## src/rtl/panel_serial_pkg.sv

```systemverilog
// Shared definitions for the front-panel 74LV595 serial chain: lane geometry,
// FSM state encoding and the lane packing used by the writer, reader and bench.
package panel_serial_pkg;

  localparam int LANE_W  = 16;
  localparam int LANES   = 4;
  localparam int FRAME_W = LANE_W * LANES;

  typedef enum logic [1:0] {
    IDLE  = 2'd0,
    LOAD  = 2'd1,
    SHIFT = 2'd2,
    LATCH = 2'd3
  } state_t;

  // Packs the panel registers into {lane3, lane2, lane1, lane0}; lane0 is bits 15:0.
  function automatic logic [FRAME_W-1:0] pack_lanes(
    input logic [5:0]  op,
    input logic [11:0] strt,
    input logic [11:0] sel,
    input logic [30:0] reg_c
  );
    pack_lanes = {2'b00, op, strt[11:4],
                  strt[3:0], sel,
                  1'b0, reg_c[30:16],
                  reg_c[15:0]};
  endfunction

endpackage

```

## src/rtl/panel_serial_out_lane.sv

```systemverilog
// One 16-bit MSB-first load/shift register feeding a single 595 cascade.
// Zeros are shifted in behind the data, so the line idles low once a frame
// has been fully shifted out.
module panel_serial_out_lane
  import panel_serial_pkg::*;
#(
  parameter int DATA_W = LANE_W
) (
  input  logic              clk,
  input  logic              resetn,
  input  logic              load,
  input  logic              shift,
  input  logic [DATA_W-1:0] din,
  output logic              ser
);

  logic [DATA_W-1:0] sr;

  // Snapshot on load, otherwise move one bit toward the MSB on each shift.
  always_ff @(posedge clk) begin
    if (!resetn) begin
      sr <= '0;
    end else if (load) begin
      sr <= din;
    end else if (shift) begin
      sr <= {sr[DATA_W-2:0], 1'b0};
    end
  end

  assign ser = sr[DATA_W-1];

endmodule

```

## src/rtl/panel_serial_out.sv

```systemverilog
// Front-panel serial writer: snapshots the panel registers, shifts them out on
// four parallel lanes MSB-first, then pulses RCLK to latch the 595 chain.
// Optional build macro PANEL_SERIAL_OUT_CHANGE_ONLY_EN: only send a frame when
// the packed inputs differ from the last frame sent (or first after reset).
module panel_serial_out
  import panel_serial_pkg::*;
#(
  parameter int DIV = 1
) (
  input  logic        clk,
  input  logic        resetn,
  input  logic [5:0]  pnl_op_code,
  input  logic [11:0] pnl_strt_value,
  input  logic [11:0] pnl_sel_value,
  input  logic [30:0] pnl_reg_c_value,
  output logic        serial_out_srclk,
  output logic        serial_out_rclk,
  output logic        serial_out_ser_0,
  output logic        serial_out_ser_1,
  output logic        serial_out_ser_2,
  output logic        serial_out_ser_3,
  output logic        busy,
  output logic        frame_done
);

  localparam logic [7:0] DIV_LAST = 8'(DIV - 1);

  state_t             state, state_nxt;
  logic [7:0]         div_cnt, div_nxt;
  logic [3:0]         bit_cnt, bit_nxt;
  logic               phase, phase_nxt;
  logic               load, shift, start;
  logic               srclk_nxt, rclk_nxt, busy_nxt, done_nxt;
  logic [FRAME_W-1:0] frame_in;
  logic [LANES-1:0]   ser_lane;

  assign frame_in = pack_lanes(pnl_op_code, pnl_strt_value, pnl_sel_value, pnl_reg_c_value);

`ifdef PANEL_SERIAL_OUT_CHANGE_ONLY_EN
  logic [FRAME_W-1:0] last_sent;
  logic               first_pending;

  assign start = first_pending || (frame_in != last_sent);

  // Remember what the panel currently shows so unchanged inputs cost no frame.
  always_ff @(posedge clk) begin
    if (!resetn) begin
      last_sent     <= '0;
      first_pending <= 1'b1;
    end else if (load) begin
      last_sent     <= frame_in;
      first_pending <= 1'b0;
    end
  end
`else
  assign start = 1'b1;
`endif

  // Next-state, counters and next output values; outputs are then registered.
  always_comb begin
    state_nxt = state;
    div_nxt   = div_cnt;
    bit_nxt   = bit_cnt;
    phase_nxt = phase;
    load      = 1'b0;
    shift     = 1'b0;
    case (state)
      IDLE: begin
        if (start) state_nxt = LOAD;
      end
      LOAD: begin
        load      = 1'b1;
        state_nxt = SHIFT;
        div_nxt   = '0;
        bit_nxt   = '0;
        phase_nxt = 1'b0;
      end
      SHIFT: begin
        if (div_cnt == DIV_LAST) begin
          div_nxt = '0;
          if (!phase) begin
            phase_nxt = 1'b1;
          end else begin
            // SRCLK falling edge: advance data and bit position together.
            phase_nxt = 1'b0;
            shift     = 1'b1;
            bit_nxt   = bit_cnt + 4'd1;
            if (bit_cnt == 4'd15) state_nxt = LATCH;
          end
        end else begin
          div_nxt = div_cnt + 8'd1;
        end
      end
      LATCH: begin
        if (div_cnt == DIV_LAST) begin
          div_nxt   = '0;
          state_nxt = IDLE;
        end else begin
          div_nxt = div_cnt + 8'd1;
        end
      end
      default: state_nxt = IDLE;
    endcase
    srclk_nxt = (state_nxt == SHIFT) && phase_nxt;
    rclk_nxt  = (state_nxt == LATCH);
    busy_nxt  = (state_nxt != IDLE);
    done_nxt  = (state_nxt == LATCH) && (div_nxt == DIV_LAST);
  end

  // State, counters and registered pin drivers; reset drops every pin low.
  always_ff @(posedge clk) begin
    if (!resetn) begin
      state            <= IDLE;
      div_cnt          <= '0;
      bit_cnt          <= '0;
      phase            <= 1'b0;
      serial_out_srclk <= 1'b0;
      serial_out_rclk  <= 1'b0;
      busy             <= 1'b0;
      frame_done       <= 1'b0;
    end else begin
      state            <= state_nxt;
      div_cnt          <= div_nxt;
      bit_cnt          <= bit_nxt;
      phase            <= phase_nxt;
      serial_out_srclk <= srclk_nxt;
      serial_out_rclk  <= rclk_nxt;
      busy             <= busy_nxt;
      frame_done       <= done_nxt;
    end
  end

  for (genvar g = 0; g < LANES; g++) begin : g_lane
    panel_serial_out_lane #(
      .DATA_W (LANE_W)
    ) u_lane (
      .clk    (clk),
      .resetn (resetn),
      .load   (load),
      .shift  (shift),
      .din    (frame_in[g*LANE_W +: LANE_W]),
      .ser    (ser_lane[g])
    );
  end

  assign serial_out_ser_0 = ser_lane[0];
  assign serial_out_ser_1 = ser_lane[1];
  assign serial_out_ser_2 = ser_lane[2];
  assign serial_out_ser_3 = ser_lane[3];

endmodule

```

## config.mk

```make
export PLATFORM = sky130hd
export DESIGN_NAME = panel_serial_out
export DESIGN_NICKNAME = d
export VERILOG_FILES = /design/src/rtl/panel_serial_pkg.sv /design/src/rtl/panel_serial_out_lane.sv /design/src/rtl/panel_serial_out.sv
export SDC_FILE = /design/constraint.sdc
export NUM_CORES = 1
export LEC_CHECK = 0
export ABC_CLOCK_PERIOD_IN_PS = 3580
export BUFFER_PORTS_ARGS = -buffer_cell sky130_fd_sc_hd__buf_2
export CORE_ASPECT_RATIO = 1.1
export CORE_MARGIN = 8
export CORE_UTILIZATION = 33
export DETAILED_ROUTE_END_ITERATION = 6
export PLACE_DENSITY = 0.59
export SYNTH_ARGS = -nofsm -noshare
export SYNTH_HDL_FRONTEND = slang
export SYNTH_HIERARCHICAL = 1
export SYNTH_SLANG_ARGS = --single-unit
```

## constraint.sdc

```tcl
create_clock -name clk -period 3.58 [get_ports clk]
set_clock_uncertainty 0.1 [all_clocks]
set_input_delay 0.537 -clock clk [delete_from_list [all_inputs] [get_ports clk]]
set_output_delay 0.537 -clock clk [all_outputs]
set_load 0.02 [all_outputs]
```

[Word level (Yosys, flattened, before mapping)]
Index checks and enable logic that the tools add are counted.
Word-level totals
  logic and storage cells: 61
  register bits after elaboration: 83
Operators by class
  reductions and logical operators: 11
  eq/ne operators: 8
  bitwise gates (word level): 1
  add/subtract/negate cells: 2
  muxes and demuxes: 25
Operators with widths (count)
  $mux 16: 4
  $mux 15: 2
  $mux 14: 2
  $logic_not 8->1: 2
  $pmux 8 s2: 1
  $add 8x1->8 const B: 1
  $eq 2x2->1 const B: 4
  $mux 2: 4
  $mux 4: 2
  $mux 8: 1
  $pmux 2 s4: 1
  $pmux 4 s2: 1
  $mux 1: 6
  $reduce_bool 2->1: 3
  $add 4x1->4 const B: 1
  $eq 4x4->1 const B: 1
  $ne 2x2->1 const B: 2
  $reduce_or 2->1: 2
  $reduce_and 3->1: 1
  $eq 2x1->1 const B: 1
  $logic_and 1x1->1: 2
  $logic_not 2->1: 1
  $pmux 1 s2: 1
  $not 1->1: 1

[Logic depth before layout (Yosys ltp)]
Gate-level depths: netlist (run 1).
  depth in word-level cells: 7
  mapped depth: 10
  gate-level depth less buffers: 8

[Hierarchy]
The synthesis (run 1) kept the hierarchy.
By module, submodules not included
  panel_serial_out_lane: instances 4, area an instance 842.1 µm², sequential area each 320.3 µm², cells an instance 70
  panel_serial_out: instances 1, area an instance 1086.0 µm², sequential area each 380.4 µm², cells an instance 127

[Least setup slack after synthesis (run 1)]
No wires, ideal clock.
  path type: register -> register
  from: register div_cnt[0]
  to: register g_lane[0].u_lane.sr[10]
  slack: 1.088 ns
  data required time: 3.364 ns
  path buffers: 2
  data arrival time: 2.276 ns
  clock period less this slack: 2.492 ns
  stages on the path, launching flop included: 11
  cell sequence: dfxtp_1 > inv_1 > ha_1 > or4b_4 > nor2_1 > ha_1 > and2_1 > buf_6 > buf_12 > mux2_4 > o211a_1
On the way
  longest elaborated chain between the ends: 4
Ends and longest elaborated chain
  start, declared: RTL line panel_serial_out.sv:29  | logic [7:0] div_cnt, div_nxt;
  start signal, assigned: RTL line panel_serial_out.sv:123  | div_cnt <= div_nxt;
  $logic_not 8->1: RTL line panel_serial_out.sv:79  | if (div_cnt == DIV_LAST) begin
  $mux 1: RTL line panel_serial_out.sv:79
  $mux 1: RTL line panel_serial_out.sv:67  | case (state)
  net shift: RTL line panel_serial_out.sv:32  | logic load, shift, start;
  $reduce_bool 2->1 (no source line)
  end signal, assigned: RTL line panel_serial_out_lane.sv:24  | sr <= din;
  end signal, assigned: RTL line panel_serial_out_lane.sv:26  | sr <= {sr[DATA_W-2:0], 1'b0};
  end, declared: RTL line panel_serial_out_lane.sv:17  | logic [DATA_W-1:0] sr;
The timed path passes the listed nets, and every way through them passes these cells.
A chain may end at the register's enable or synchronous reset.

[Worst setup path after layout (run 1)]
  from: register div_cnt[0]
  to: register g_lane[0].u_lane.sr[13]
The elaborated chain is that of the path after synthesis.

==> impl_metrics.xml, run 1 <==
<?xml version="1.0" encoding="UTF-8"?>
<metrics>
  <group name="clock_network">
    <metric name="clock_sinks" unit="">83</metric>
    <metric name="clock_tree.buffer_depth" unit="">2</metric>
    <metric name="numCtsBuffers" unit="">9</metric>
    <metric name="insertion_delay_of_the_later_clocked_pin_in_the_worst_skew_pair" unit="ns">0.33</metric>
    <metric name="clk_transition_reported_paths" unit="ns">0.06</metric>
    <metric name="tritoncts" unit="">built</metric>
    <metric name="cts.repair.resized" unit="">0</metric>
    <metric name="cts_max_level" unit="">3</metric>
    <metric name="cts-root-buf" unit="">clkbuf_16</metric>
    <metric name="post_cts_hold_buffer_count" unit="">0</metric>
    <metric name="cts.repair_timing.setup_buffer_count" unit="">0</metric>
  </group>
  <group name="final_layout">
    <metric name="drive_gt1_frac" unit="">0.331</metric>
    <metric name="num_antenna_cells" unit="">0</metric>
    <metric name="area_delta_synth_final" unit="%">15.3</metric>
    <metric name="nets" unit="">537</metric>
    <metric name="layout_commonest_cell" unit="">dfxtp_1</metric>
    <metric name="layout_common_cells" unit="">dfxtp_1, buf_2, nand2b_1</metric>
  </group>
  <group name="global_routing">
    <metric name="via_count_of_the_first_global_routing_pass" unit="">3206</metric>
    <metric name="grt_pass1_wl" unit="um">15200</metric>
    <metric name="grt.overflow.total" unit="">0</metric>
    <metric name="gr-usage-all-layers" unit="">0.107</metric>
    <metric name="grt_max_degree" unit="">70</metric>
    <metric name="grt_antenna_before_repair" unit="">0</metric>
  </group>
  <group name="synth">
    <metric name="synth_ff_type" unit="">dfxtp_1</metric>
    <metric name="ys_warn_count" unit="">6</metric>
    <metric name="cell_type_contributing_the_most_total_cell_area_after_synthesis" unit="">dfxtp_1</metric>
    <metric name="synth_top_area_share" unit="">0.373</metric>
    <metric name="synth_cells" unit="">407</metric>
    <metric name="asyncSetResetFlopFracSynth" unit="">0</metric>
    <metric name="total_of_flip_flops_plus_latches_after_synthesis" unit="">83</metric>
    <metric name="synth_enable_flop_cells" unit="">0</metric>
    <metric name="post_synth.cell_area_avg" unit="sq um">10.9</metric>
    <metric name="yosysSeqAreaShare" unit="">0.373</metric>
    <metric name="synthDistinctLibCells" unit="">45</metric>
    <metric name="post_synth_instance_area" unit="sq mm">0.00445</metric>
    <metric name="synth.area.top_cells" unit="">dfxtp_1, o211a_1, mux2_4</metric>
  </group>
  <group name="sta">
    <metric name="period_needed" unit="ns">2.83</metric>
    <metric name="timing.slew.headroom" unit="">0.503</metric>
    <metric name="worst_pin_slew" unit="ns">0.746</metric>
    <metric name="max_freq" unit="MHz">354</metric>
    <metric name="rsz_0062_raised_after_global_routing" unit="">no</metric>
    <metric name="finalCritPeriodShare" unit="">0.790</metric>
    <metric name="fin_tns_setup" unit="ns">0</metric>
    <metric name="finalHoldViolations" unit="">0</metric>
    <metric name="slew_viol_final" unit="">0</metric>
    <metric name="setup_violations" unit="">0</metric>
  </group>
  <group name="worst_setup_path">
    <metric name="endpoint_kind" unit="">flop</metric>
    <metric name="cpMostUsedCell" unit="">ha_1</metric>
    <metric name="crit_path_cell_trace" unit="">inv_1 &gt; ha_1 &gt; or4b_4 &gt; nor2_1 &gt; ha_1 &gt; and2_4 &gt; buf_12 &gt; mux2_2 &gt; o211a_1</metric>
    <metric name="crit_family" unit="">simple AND/OR/NAND/NOR gates</metric>
    <metric name="setup.worst_path.start_class" unit="">flop</metric>
    <metric name="cp.arrival" unit="ns">2.95</metric>
    <metric name="setup.worst_path.class" unit="">flop to flop</metric>
    <metric name="timing.critical_path.required" unit="ns">3.71</metric>
    <metric name="crit_path_top_delay_cell" unit="">or4b_4</metric>
    <metric name="critPathMaxFanout" unit="">27</metric>
    <metric name="cp.buffers_inverters" unit="">2</metric>
    <metric name="worst_path_largest_cell_delay" unit="ns">0.50</metric>
  </group>
  <group name="floorplan">
    <metric name="initial_core_util" unit="">0.337</metric>
    <metric name="fp.dieArea" unit="sq mm">0.0175</metric>
    <metric name="dieHeight" unit="um">138</metric>
    <metric name="fp.coreArea" unit="sq mm">0.0132</metric>
    <metric name="ports" unit="">71</metric>
    <metric name="chipWidth" unit="um">127</metric>
    <metric name="core.rowCount" unit="">44</metric>
  </group>
  <group name="status">
    <metric name="status" unit="">completed</metric>
  </group>
  <group name="placement">
    <metric name="dp_hpwl" unit="um">6270</metric>
    <metric name="io_buffers" unit="">70</metric>
    <metric name="finalWeightedCongestion" unit="">0.722</metric>
  </group>
  <group name="pwr">
    <metric name="net_switching_fraction_of_the_power" unit="">0.257</metric>
    <metric name="p_int" unit="mW">1.81</metric>
    <metric name="powerDensity" unit="mW/mm^2">475</metric>
    <metric name="sequentialPowerShare" unit="">0.449</metric>
    <metric name="clock_power_share" unit="">0.353</metric>
    <metric name="power_frac_comb" unit="">0.198</metric>
    <metric name="total_power" unit="mW">2.44</metric>
    <metric name="net-switching-power" unit="mW">0.627</metric>
    <metric name="power_leakage" unit="nW">2.61</metric>
    <metric name="max-vdd-ir-drop" unit="mV">0.206</metric>
  </group>
  <group name="route">
    <metric name="dr_total_vias" unit="">3086</metric>
    <metric name="first_iter_violations" unit="">231</metric>
    <metric name="drtPass1Iterations" unit="">4</metric>
    <metric name="vias_per_cell" unit="">4.88</metric>
    <metric name="drt.antenna.violating_nets" unit="">0</metric>
    <metric name="routedWlPerCell" unit="um">14.5</metric>
    <metric name="wirelength" unit="um">9150</metric>
    <metric name="drc_errors" unit="">0</metric>
  </group>
  <group name="hold_path">
    <metric name="hold_class" unit="">input pin to flop</metric>
  </group>
  <group name="run">
    <metric name="drv.max_cap_violation_count" unit="">0</metric>
  </group>
</metrics>
[state kept, by name, indices dropped and copies added (netlist names)]
name              count
frame_done            1
div_cnt               8
g_lane.u_lane/sr     64
busy                  1
bit_cnt               4
phase                 1
serial_out_rclk       1
state                 2
serial_out_srclk      1
[through the flow]
stage / cell area (sq um) / hold slack, ns / std cells / setup slack, ns / utilization
floorplan: 4460 / 0.378 / 409 / 1.09 / -
global placement: 4850 / 0.400 / 616 / 0.787 / 0.367
detailed placement: 4850 / 0.409 / 616 / 0.741 / 0.367
CTS: 5130 / 0.333 / 632 / 0.732 / 0.389
global route: 5130 / 0.348 / 632 / 0.577 / 0.389
finish: 5130 / 0.346 / 632 / 0.751 / 0.389
[synth_stat cells, types with 3 or more instances]
cell and instances:
o21ai_0 9, o211a_1 60, mux2_2 24, nor3_1 3, ha_1 8, or3b_1 4
a21boi_1 4, mux2_4 37, buf_6 9, clkbuf_1 10, inv_1 6, nand2b_1 62
a21oi_1 7, and2_1 5, buf_2 5, buf_12 4, nor2_1 13, dfxtp_1 83
a21boi_0 5, nand2_1 13, nor2b_1 3, nand3_1 6
[metal layers]
| layer | track usage | share of wire |
|---|---|---|
| met4 | 0.0417 | 0.011 |
| met3 | 0.0358 | 0.050 |
| met1 | 0.121 | 0.44 |
| met5 | 0 | 0 |
| met2 | 0.185 | 0.50 |
[layout make-up]
type,instances,area [sq um]
clock buffers,13,260
clock inverters,3,22.5
fillers,1300,8080
inverters,6,22.5
multi-input cells,292,2550
flip-flops and latches,83,1660
well taps,161,201
repair buffers,74,418
[worst reg2reg max path: cells and delay by family (launching register included)]
family | cells | cell delay, ns
compound gates | 1 | 0.20
fa+ha+maj | 2 | 0.29
buf+inv | 2 | 0.36
flops | 1 | 0.37
mux | 1 | 0.35
simple gates | 3 | 1.06
[power groups by stage]
stage | clock network [mW] | logic, mW | registers [mW]
6_report | 0.861 | 0.483 | 1.09
5_1_grt | 0.932 | 0.536 | 1.11
4_1_cts | 0.896 | 0.492 | 1.10
3_5_place_dp | 0 | 0.489 | 1.11
3_3_place_gp | 0 | 0.478 | 1.11
2_1_floorplan | 0 | 0.376 | 1.11
[cells by family (layout without fill, tap and decap cells)]
group                      after synthesis  count (layout)  share of synthesized area
DFF                                     83              83                      0.373
AOI/OAI and AO/OA                       95              95                      0.187
other                                    1               3                   0.000842
xor gates and xnor gates                 4               4                    0.00787
adders and majority gates                8               8                     0.0225
muxes                                   61              61                      0.185
buffers and inverters                   34              96                     0.0598
and+or+nand+nor                        121             121                      0.163
[worst paths after layout]
| check | from | to | slack (ns) | cells past startpoint |
|---|---|---|---|---|
| setup / recovery | div_cnt[0]$_SDFF_PN0_ | g_lane[0].u_lane/sr[13]$_SDFFE_PN0P_ | 0.75 | 9 |
| hold / removal | pnl_strt_value[4] | g_lane[3].u_lane/sr[0]$_SDFFE_PN0P_ | 0.35 | 3 |
| setup reg to reg | div_cnt[0]$_SDFF_PN0_ | g_lane[0].u_lane/sr[13]$_SDFFE_PN0P_ | 0.75 | 9 |
| hold reg to reg | bit_cnt[3]$_SDFFE_PN0P_ | bit_cnt[3]$_SDFFE_PN0P_ | 0.42 | 2 |
(Power assumes the default switching activity.)
==> run 2: changes to the inputs <==
ABC_AREA = 1   (was unset)
ABC_CLOCK_PERIOD_IN_PS = 2400   (was 3580)
PLACE_DENSITY = 0.61   (was 0.59)
clock period = 2.4 ns   (was 3.58 ns; I/O delays follow)
==> run 2 against run 1 <==
  * Utilization shrank 0.064 points
  * Setup slack lost 0.35 ns
  * Clock power rose by 61%
  * Critical endpoint is now g_lane[2].u_lane/sr[2]$_SDFFE_PN0P_
==> impl_metrics.xml, run 2 <==
<?xml version="1.0" encoding="UTF-8"?>
<metrics>
  <group name="global_routing">
    <metric name="gr-usage-all-layers" unit="">0.114</metric>
    <metric name="grt_pass1_wl" unit="um">16400</metric>
    <metric name="via_count_of_the_first_global_routing_pass" unit="">3749</metric>
    <metric name="grt_antenna_before_repair" unit="">0</metric>
    <metric name="grt_max_degree" unit="">59</metric>
    <metric name="grt.overflow.total" unit="">0</metric>
  </group>
  <group name="final_layout">
    <metric name="layout_commonest_cell" unit="">nand2_1</metric>
    <metric name="nets" unit="">789</metric>
    <metric name="num_antenna_cells" unit="">0</metric>
    <metric name="regArea" unit="sq mm">0.00166</metric>
    <metric name="largest_register_ffs" unit="">64</metric>
    <metric name="multi_input_area" unit="sq mm">0.00211</metric>
    <metric name="final.fill_count" unit="">1399</metric>
    <metric name="drive_gt1_frac" unit="">0.165</metric>
    <metric name="area_delta_synth_final" unit="%">15.9</metric>
    <metric name="max_flop_register" unit="">g_lane.u_lane/sr</metric>
    <metric name="largestRegisters" unit="">g_lane.u_lane/sr: 64 flops, div_cnt: 8 flops, bit_cnt: 4 flops</metric>
    <metric name="layout_common_cells" unit="">nand2_1, nand3_1, inv_1</metric>
  </group>
  <group name="pwr">
    <metric name="power_frac_comb" unit="">0.189</metric>
    <metric name="sequentialPowerShare" unit="">0.430</metric>
    <metric name="net-switching-power" unit="mW">1.05</metric>
    <metric name="p_int" unit="mW">2.58</metric>
    <metric name="net_switching_fraction_of_the_power" unit="">0.290</metric>
    <metric name="powerDensity" unit="mW/mm^2">718</metric>
    <metric name="power_leakage" unit="nW">2.73</metric>
    <metric name="max-vdd-ir-drop" unit="mV">0.291</metric>
    <metric name="clock_power_share" unit="">0.381</metric>
  </group>
  <group name="clock_network">
    <metric name="insertion_delay_of_the_later_clocked_pin_in_the_worst_skew_pair" unit="ns">0.33</metric>
    <metric name="post_cts_hold_buffer_count" unit="">0</metric>
    <metric name="cts_max_level" unit="">3</metric>
    <metric name="cts.repair_timing.setup_buffer_count" unit="">0</metric>
    <metric name="clk_transition_reported_paths" unit="ns">0.06</metric>
    <metric name="tritoncts" unit="">built</metric>
    <metric name="numCtsBuffers" unit="">9</metric>
    <metric name="clock_tree.buffer_depth" unit="">2</metric>
    <metric name="clock_sinks" unit="">83</metric>
    <metric name="cts.repair.resized" unit="">0</metric>
    <metric name="cts-root-buf" unit="">clkbuf_16</metric>
  </group>
  <group name="floorplan">
    <metric name="fp.coreArea" unit="sq mm">0.0130</metric>
    <metric name="dieHeight" unit="um">137</metric>
    <metric name="chipWidth" unit="um">126</metric>
    <metric name="initial_core_util" unit="">0.335</metric>
    <metric name="core.rowCount" unit="">44</metric>
    <metric name="fp.dieArea" unit="sq mm">0.0172</metric>
    <metric name="ports" unit="">71</metric>
  </group>
  <group name="placement">
    <metric name="io_buffers" unit="">70</metric>
    <metric name="detailedPlace.worstSlack" unit="ns">0.396</metric>
    <metric name="finalWeightedCongestion" unit="">0.821</metric>
    <metric name="dp_hpwl" unit="um">6620</metric>
  </group>
  <group name="worst_setup_path">
    <metric name="critPathMaxFanout" unit="">41</metric>
    <metric name="cp.arrival" unit="ns">2.13</metric>
    <metric name="setup.worst_path.class" unit="">flop to flop</metric>
    <metric name="setup.worst_path.start_class" unit="">flop</metric>
    <metric name="timing.critical_path.required" unit="ns">2.53</metric>
    <metric name="endpoint_kind" unit="">flop</metric>
  </group>
  <group name="route">
    <metric name="routedWlPerCell" unit="um">10.7</metric>
    <metric name="first_iter_violations" unit="">184</metric>
    <metric name="drc_errors" unit="">0</metric>
    <metric name="vias_per_cell" unit="">4.41</metric>
    <metric name="wirelength" unit="um">9420</metric>
    <metric name="drt.antenna.violating_nets" unit="">0</metric>
    <metric name="drtPass1Iterations" unit="">4</metric>
    <metric name="dr_total_vias" unit="">3897</metric>
  </group>
  <group name="sta">
    <metric name="finalCritPeriodShare" unit="">0.833</metric>
    <metric name="period_needed" unit="ns">2.00</metric>
    <metric name="timing.slew.headroom" unit="">0.657</metric>
    <metric name="setup_violations" unit="">0</metric>
    <metric name="slew_viol_final" unit="">0</metric>
    <metric name="rsz_0062_raised_after_global_routing" unit="">no</metric>
    <metric name="max_freq" unit="MHz">500</metric>
    <metric name="setup_ws" unit="ns">0.401</metric>
    <metric name="fin_tns_setup" unit="ns">0</metric>
    <metric name="worst_pin_slew" unit="ns">0.514</metric>
    <metric name="finalHoldViolations" unit="">0</metric>
  </group>
  <group name="synth">
    <metric name="total_of_flip_flops_plus_latches_after_synthesis" unit="">83</metric>
    <metric name="synth_top_area_share" unit="">0.381</metric>
    <metric name="most_frequent_cells_after_synthesis" unit="">nand2_1, nand3_1, inv_1, dfxtp_1, a21oi_1</metric>
    <metric name="asyncSetResetFlopFracSynth" unit="">0</metric>
    <metric name="synth_enable_flop_cells" unit="">0</metric>
    <metric name="synth_ff_type" unit="">dfxtp_1</metric>
    <metric name="ys_warn_count" unit="">6</metric>
    <metric name="post_synth.cell_area_avg" unit="sq um">6.61</metric>
    <metric name="cell_type_contributing_the_most_total_cell_area_after_synthesis" unit="">dfxtp_1</metric>
    <metric name="post_synth_instance_area" unit="sq mm">0.00437</metric>
    <metric name="synth.area.top_cells" unit="">dfxtp_1, nand2_1, nand3_1</metric>
    <metric name="yosysSeqAreaShare" unit="">0.381</metric>
    <metric name="synth_cells" unit="">661</metric>
    <metric name="post-synth-top-count-cell" unit="">nand2_1</metric>
    <metric name="synthDistinctLibCells" unit="">26</metric>
  </group>
  <group name="status">
    <metric name="status" unit="">completed</metric>
  </group>
  <group name="run">
    <metric name="drv.max_cap_violation_count" unit="">0</metric>
  </group>
  <group name="hold_path">
    <metric name="hold_class" unit="">input pin to flop</metric>
  </group>
</metrics>
## run 2: kinds of logic after synthesis
| family | after synthesis | share of synthesized area |
|---|---|---|
| flip-flops | 83 | 0.381 |
| XOR/XNOR | 1 | 0.00201 |
| AND/OR/NAND/NOR | 410 | 0.416 |
| other | 1 | 0.000859 |
| adder cells (fa/ha/maj) | 8 | 0.0229 |
| AO/OA/AOI/OAI | 31 | 0.0364 |
| buffers and inverters | 127 | 0.141 |
## run 2: through the flow
| step | util | hold WS, ns | instance area, sq um | power, mW | instances |
|---|---|---|---|---|---|
| floorplan | - | 0.338 | 4370 | 2.15 | 663 |
| global placement | 0.365 | 0.352 | 4760 | 2.29 | 868 |
| detailed placement | 0.365 | 0.354 | 4760 | 2.29 | 868 |
| CTS | 0.388 | 0.159 | 5060 | 3.70 | 883 |
| global route | 0.388 | 0.166 | 5060 | 3.86 | 883 |
| finish | 0.388 | 0.174 | 5060 | 3.64 | 883 |
## run 2: critical path, stage by stage (launching register included)
cell and delay [ns]:
dfxtp_1 0.33, inv_1 0.11, ha_1 0.19, nand2_2 0.07, nor2_4 0.15, ha_1 0.16
nand2_1 0.06, inv_2 0.11, buf_12 0.23, nor2_8 0.10, nand2_1 0.09, nand3_1 0.07
nand2_1 0.06, inv_1 0.03
## run 2: final cells by class
cell class                      count  area share
Tap cell                          161      0.0398
Timing Repair Buffer               76      0.0855
Inverter                           95      0.0704
Sequential cell                    83       0.328
Multi-Input combinational cell    453       0.416
Clock buffer                       10      0.0472
Clock inverter                      5      0.0124
## run 2: per-layer routing
metal | part of all wire | vias to the layer above | GRT usage
li1 | - | 2142 | -
met1 | 0.47 | 1696 | 0.131
met2 | 0.48 | 49 | 0.199
met3 | 0.037 | 10 | 0.0284
met4 | 0.013 | 0 | 0.0454
met5 | 0 | - | 0
## run 2: power groups by stage
| stage | Clock (mW) | Combinational, mW | Sequential (mW) |
|---|---|---|---|
| finish | 1.39 | 0.688 | 1.56 |
| global route | 1.49 | 0.799 | 1.58 |
| CTS | 1.44 | 0.700 | 1.56 |
| detailed placement | 0 | 0.698 | 1.59 |
| global placement | 0 | 0.695 | 1.59 |
| floorplan | 0 | 0.558 | 1.60 |
## run 2: worst paths after layout
kind,from,end,slack [ns],cells after the start
min reg2reg,g_lane[0].u_lane/sr[0]$_SDFFE_PN0P_,g_lane[0].u_lane/sr[0]$_SDFFE_PN0P_,0.36,2
max reg2reg,div_cnt[0]$_SDFF_PN0_,g_lane[2].u_lane/sr[2]$_SDFFE_PN0P_,0.40,13
max,div_cnt[0]$_SDFF_PN0_,g_lane[2].u_lane/sr[2]$_SDFFE_PN0P_,0.40,13
min,pnl_reg_c_value[16],g_lane[1].u_lane/sr[0]$_SDFFE_PN0P_,0.17,3
==> run 3: changes to the inputs <==
ABC_AREA = 0   (was 1)
ABC_CLOCK_PERIOD_IN_PS = 1600   (was 2400)
clock period = 1.6 ns   (was 2.4 ns; I/O delays follow)
==> run 3 against run 2 <==
  * The run now ends with setup timing left
  * Sequential power grew 57%
  * Count of clock-buffer cells in the layout up 5
  * Wire length grew 9.1%
  * Global-route usage up 0.067 points
  * Flip-flop and latch count unchanged
  * First-iteration DRC count fell by 14%
  * Setup slack got worse by 1.2 ns
  * Sequential share of layout area is 4.4 points lower
  * Power is 61% higher
  * Hold slack worse by 0.11 ns
  * Via count fell by 14%
  * Critical endpoint is now g_lane[3].u_lane/sr[11]$_SDFFE_PN0P_
==> impl_metrics.xml, run 3 (synthesis results as in run 1) <==
<?xml version="1.0" encoding="UTF-8"?>
<metrics>
  <group name="sta">
    <metric name="rsz_0062_raised_after_global_routing" unit="">yes</metric>
    <metric name="finalHoldViolations" unit="">0</metric>
    <metric name="slew_viol_final" unit="">0</metric>
    <metric name="fin_tns_setup" unit="ns">-54.97</metric>
    <metric name="whs" unit="ns">0.0649</metric>
    <metric name="setup_violations" unit="">83</metric>
    <metric name="finalCritPeriodShare" unit="">1.51</metric>
    <metric name="max_freq" unit="MHz">414</metric>
    <metric name="period_needed" unit="ns">2.42</metric>
    <metric name="setup_ws" unit="ns">-0.816</metric>
  </group>
  <group name="clock_network">
    <metric name="tritoncts" unit="">built</metric>
    <metric name="cts-root-buf" unit="">clkbuf_16</metric>
    <metric name="clk_transition_reported_paths" unit="ns">0.06</metric>
    <metric name="clock_sinks" unit="">83</metric>
    <metric name="post_cts_hold_buffer_count" unit="">0</metric>
    <metric name="insertion_delay_of_the_later_clocked_pin_in_the_worst_skew_pair" unit="ns">0.34</metric>
    <metric name="cts_max_level" unit="">3</metric>
    <metric name="numCtsBuffers" unit="">9</metric>
    <metric name="clock_tree.buffer_depth" unit="">2</metric>
  </group>
  <group name="floorplan">
    <metric name="dieHeight" unit="um">138</metric>
    <metric name="ports" unit="">71</metric>
    <metric name="initial_core_util" unit="">0.337</metric>
    <metric name="core.rowCount" unit="">44</metric>
    <metric name="chipWidth" unit="um">127</metric>
    <metric name="fp.dieArea" unit="sq mm">0.0175</metric>
    <metric name="fp.coreArea" unit="sq mm">0.0132</metric>
  </group>
  <group name="run">
    <metric name="drv.max_cap_violation_count" unit="">0</metric>
  </group>
  <group name="worst_setup_path">
    <metric name="setup.worst_path.start_class" unit="">flop</metric>
    <metric name="timing.critical_path.required" unit="ns">1.73</metric>
    <metric name="cp.arrival" unit="ns">2.54</metric>
    <metric name="setup.worst_path.class" unit="">flop to flop</metric>
    <metric name="critPathMaxFanout" unit="">7</metric>
    <metric name="rr_worst_depth" unit="">9</metric>
    <metric name="endpoint_kind" unit="">flop</metric>
  </group>
  <group name="global_routing">
    <metric name="gr-usage-all-layers" unit="">0.114</metric>
    <metric name="grt_antenna_before_repair" unit="">0</metric>
    <metric name="grt_max_degree" unit="">48</metric>
    <metric name="via_count_of_the_first_global_routing_pass" unit="">3289</metric>
    <metric name="grt_pass1_wl" unit="um">16100</metric>
    <metric name="grt.overflow.total" unit="">0</metric>
  </group>
  <group name="route">
    <metric name="vias_per_cell" unit="">4.93</metric>
    <metric name="drc_errors" unit="">0</metric>
    <metric name="first_iter_violations" unit="">159</metric>
    <metric name="routedWlPerCell" unit="um">15.1</metric>
    <metric name="drtPass1Iterations" unit="">4</metric>
    <metric name="dr_total_vias" unit="">3345</metric>
    <metric name="wirelength" unit="um">10300</metric>
    <metric name="drt.antenna.violating_nets" unit="">0</metric>
  </group>
  <group name="placement">
    <metric name="detailedPlace.worstSlack" unit="ns">-0.814</metric>
    <metric name="io_buffers" unit="">70</metric>
    <metric name="dpl-instance-area" unit="sq mm">0.00515</metric>
    <metric name="dp_hpwl" unit="um">6710</metric>
    <metric name="finalWeightedCongestion" unit="">0.802</metric>
    <metric name="place_inst" unit="">651</metric>
  </group>
  <group name="final_layout">
    <metric name="layout_common_cells" unit="">dfxtp_1, buf_2, nand2b_1</metric>
    <metric name="layout.cells.non_filler" unit="">679</metric>
    <metric name="num_antenna_cells" unit="">0</metric>
    <metric name="area_delta_synth_final" unit="%">31.6</metric>
    <metric name="final.fill_count" unit="">1273</metric>
    <metric name="layout.cell_area.non_filler" unit="sq mm">0.00586</metric>
    <metric name="largestRegisters" unit="">g_lane.u_lane/sr: 64 flops, div_cnt: 8 flops, bit_cnt: 4 flops</metric>
    <metric name="nets" unit="">584</metric>
    <metric name="drive_gt1_frac" unit="">0.427</metric>
    <metric name="max_flop_register" unit="">g_lane.u_lane/sr</metric>
    <metric name="layout_commonest_cell" unit="">dfxtp_1</metric>
    <metric name="final_core_utilization" unit="">0.444</metric>
    <metric name="largest_register_ffs" unit="">64</metric>
  </group>
  <group name="pwr">
    <metric name="powerDensity" unit="mW/mm^2">1000</metric>
    <metric name="power_leakage" unit="nW">2.96</metric>
    <metric name="total_power" unit="mW">5.87</metric>
    <metric name="max-vdd-ir-drop" unit="mV">0.413</metric>
  </group>
  <group name="status">
    <metric name="status" unit="">finished with violations</metric>
    <metric name="violations_in_the_final_reports" unit="">setup timing</metric>
  </group>
  <group name="hold_path">
    <metric name="hold_class" unit="">input pin to flop</metric>
    <metric name="worst_hold_path.num_cells" unit="">3</metric>
  </group>
</metrics>
-- run 3: what timing repair did --
action,4_1_cts,5_1_grt
cloned,0,8
resized for setup,28,36
endpoints found under the setup margin,83,83
setup buffers,2,2
pin swaps,10,16
-- run 3: critical path: stages (launching register included) --
cell and delay [ns]:
dfxtp_2 0.33, inv_2 0.07, ha_4 0.11, or4b_4 0.47, nor2_4 0.12, ha_4 0.14, and2_4 0.26, clkbuf_16 0.19
mux2_4 0.29, o211a_1 0.22
-- run 3: final timing paths --
path	slack [ns]	endpoint	from
hold reg to reg	0.44	bit_cnt[0]$_SDFFE_PN0P_	bit_cnt[0]$_SDFFE_PN0P_
setup reg to reg	-0.82	g_lane[3].u_lane/sr[11]$_SDFFE_PN0P_	div_cnt[0]$_SDFF_PN0_
hold / removal	0.06	g_lane[3].u_lane/sr[0]$_SDFFE_PN0P_	pnl_strt_value[4]
setup / recovery	-0.82	g_lane[3].u_lane/sr[11]$_SDFFE_PN0P_	div_cnt[0]$_SDFF_PN0_
-- run 3: cell type report --
class / count / area [sq um] / area share
clock buffer: 15 / 278 / 0.0474
clock inverter: 1 / 30.0 / 0.00512
inverter: 6 / 22.5 / 0.00384
multi-input combinational: 293 / 2750 / 0.470
sequential: 83 / 1660 / 0.284
tap: 161 / 201 / 0.0344
timing repair buffer: 120 / 913 / 0.156
-- run 3: power breakdown --
part	internal, mW	leakage, nW	total [mW]	switching, mW
logic	0.746	2.13	1.28	0.538
clock network	1.34	0.150	2.13	0.793
registers	2.32	0.683	2.45	0.135
total	4.41	2.96	5.87	1.47
-- run 3: routing by layer --
layer	GRT usage	vias to the layer above	share of wire
li1	-	1681	-
met4	0.0456	0	0.011
met2	0.181	50	0.47
met3	0.0388	9	0.051
met5	0	-	0
met1	0.141	1605	0.47
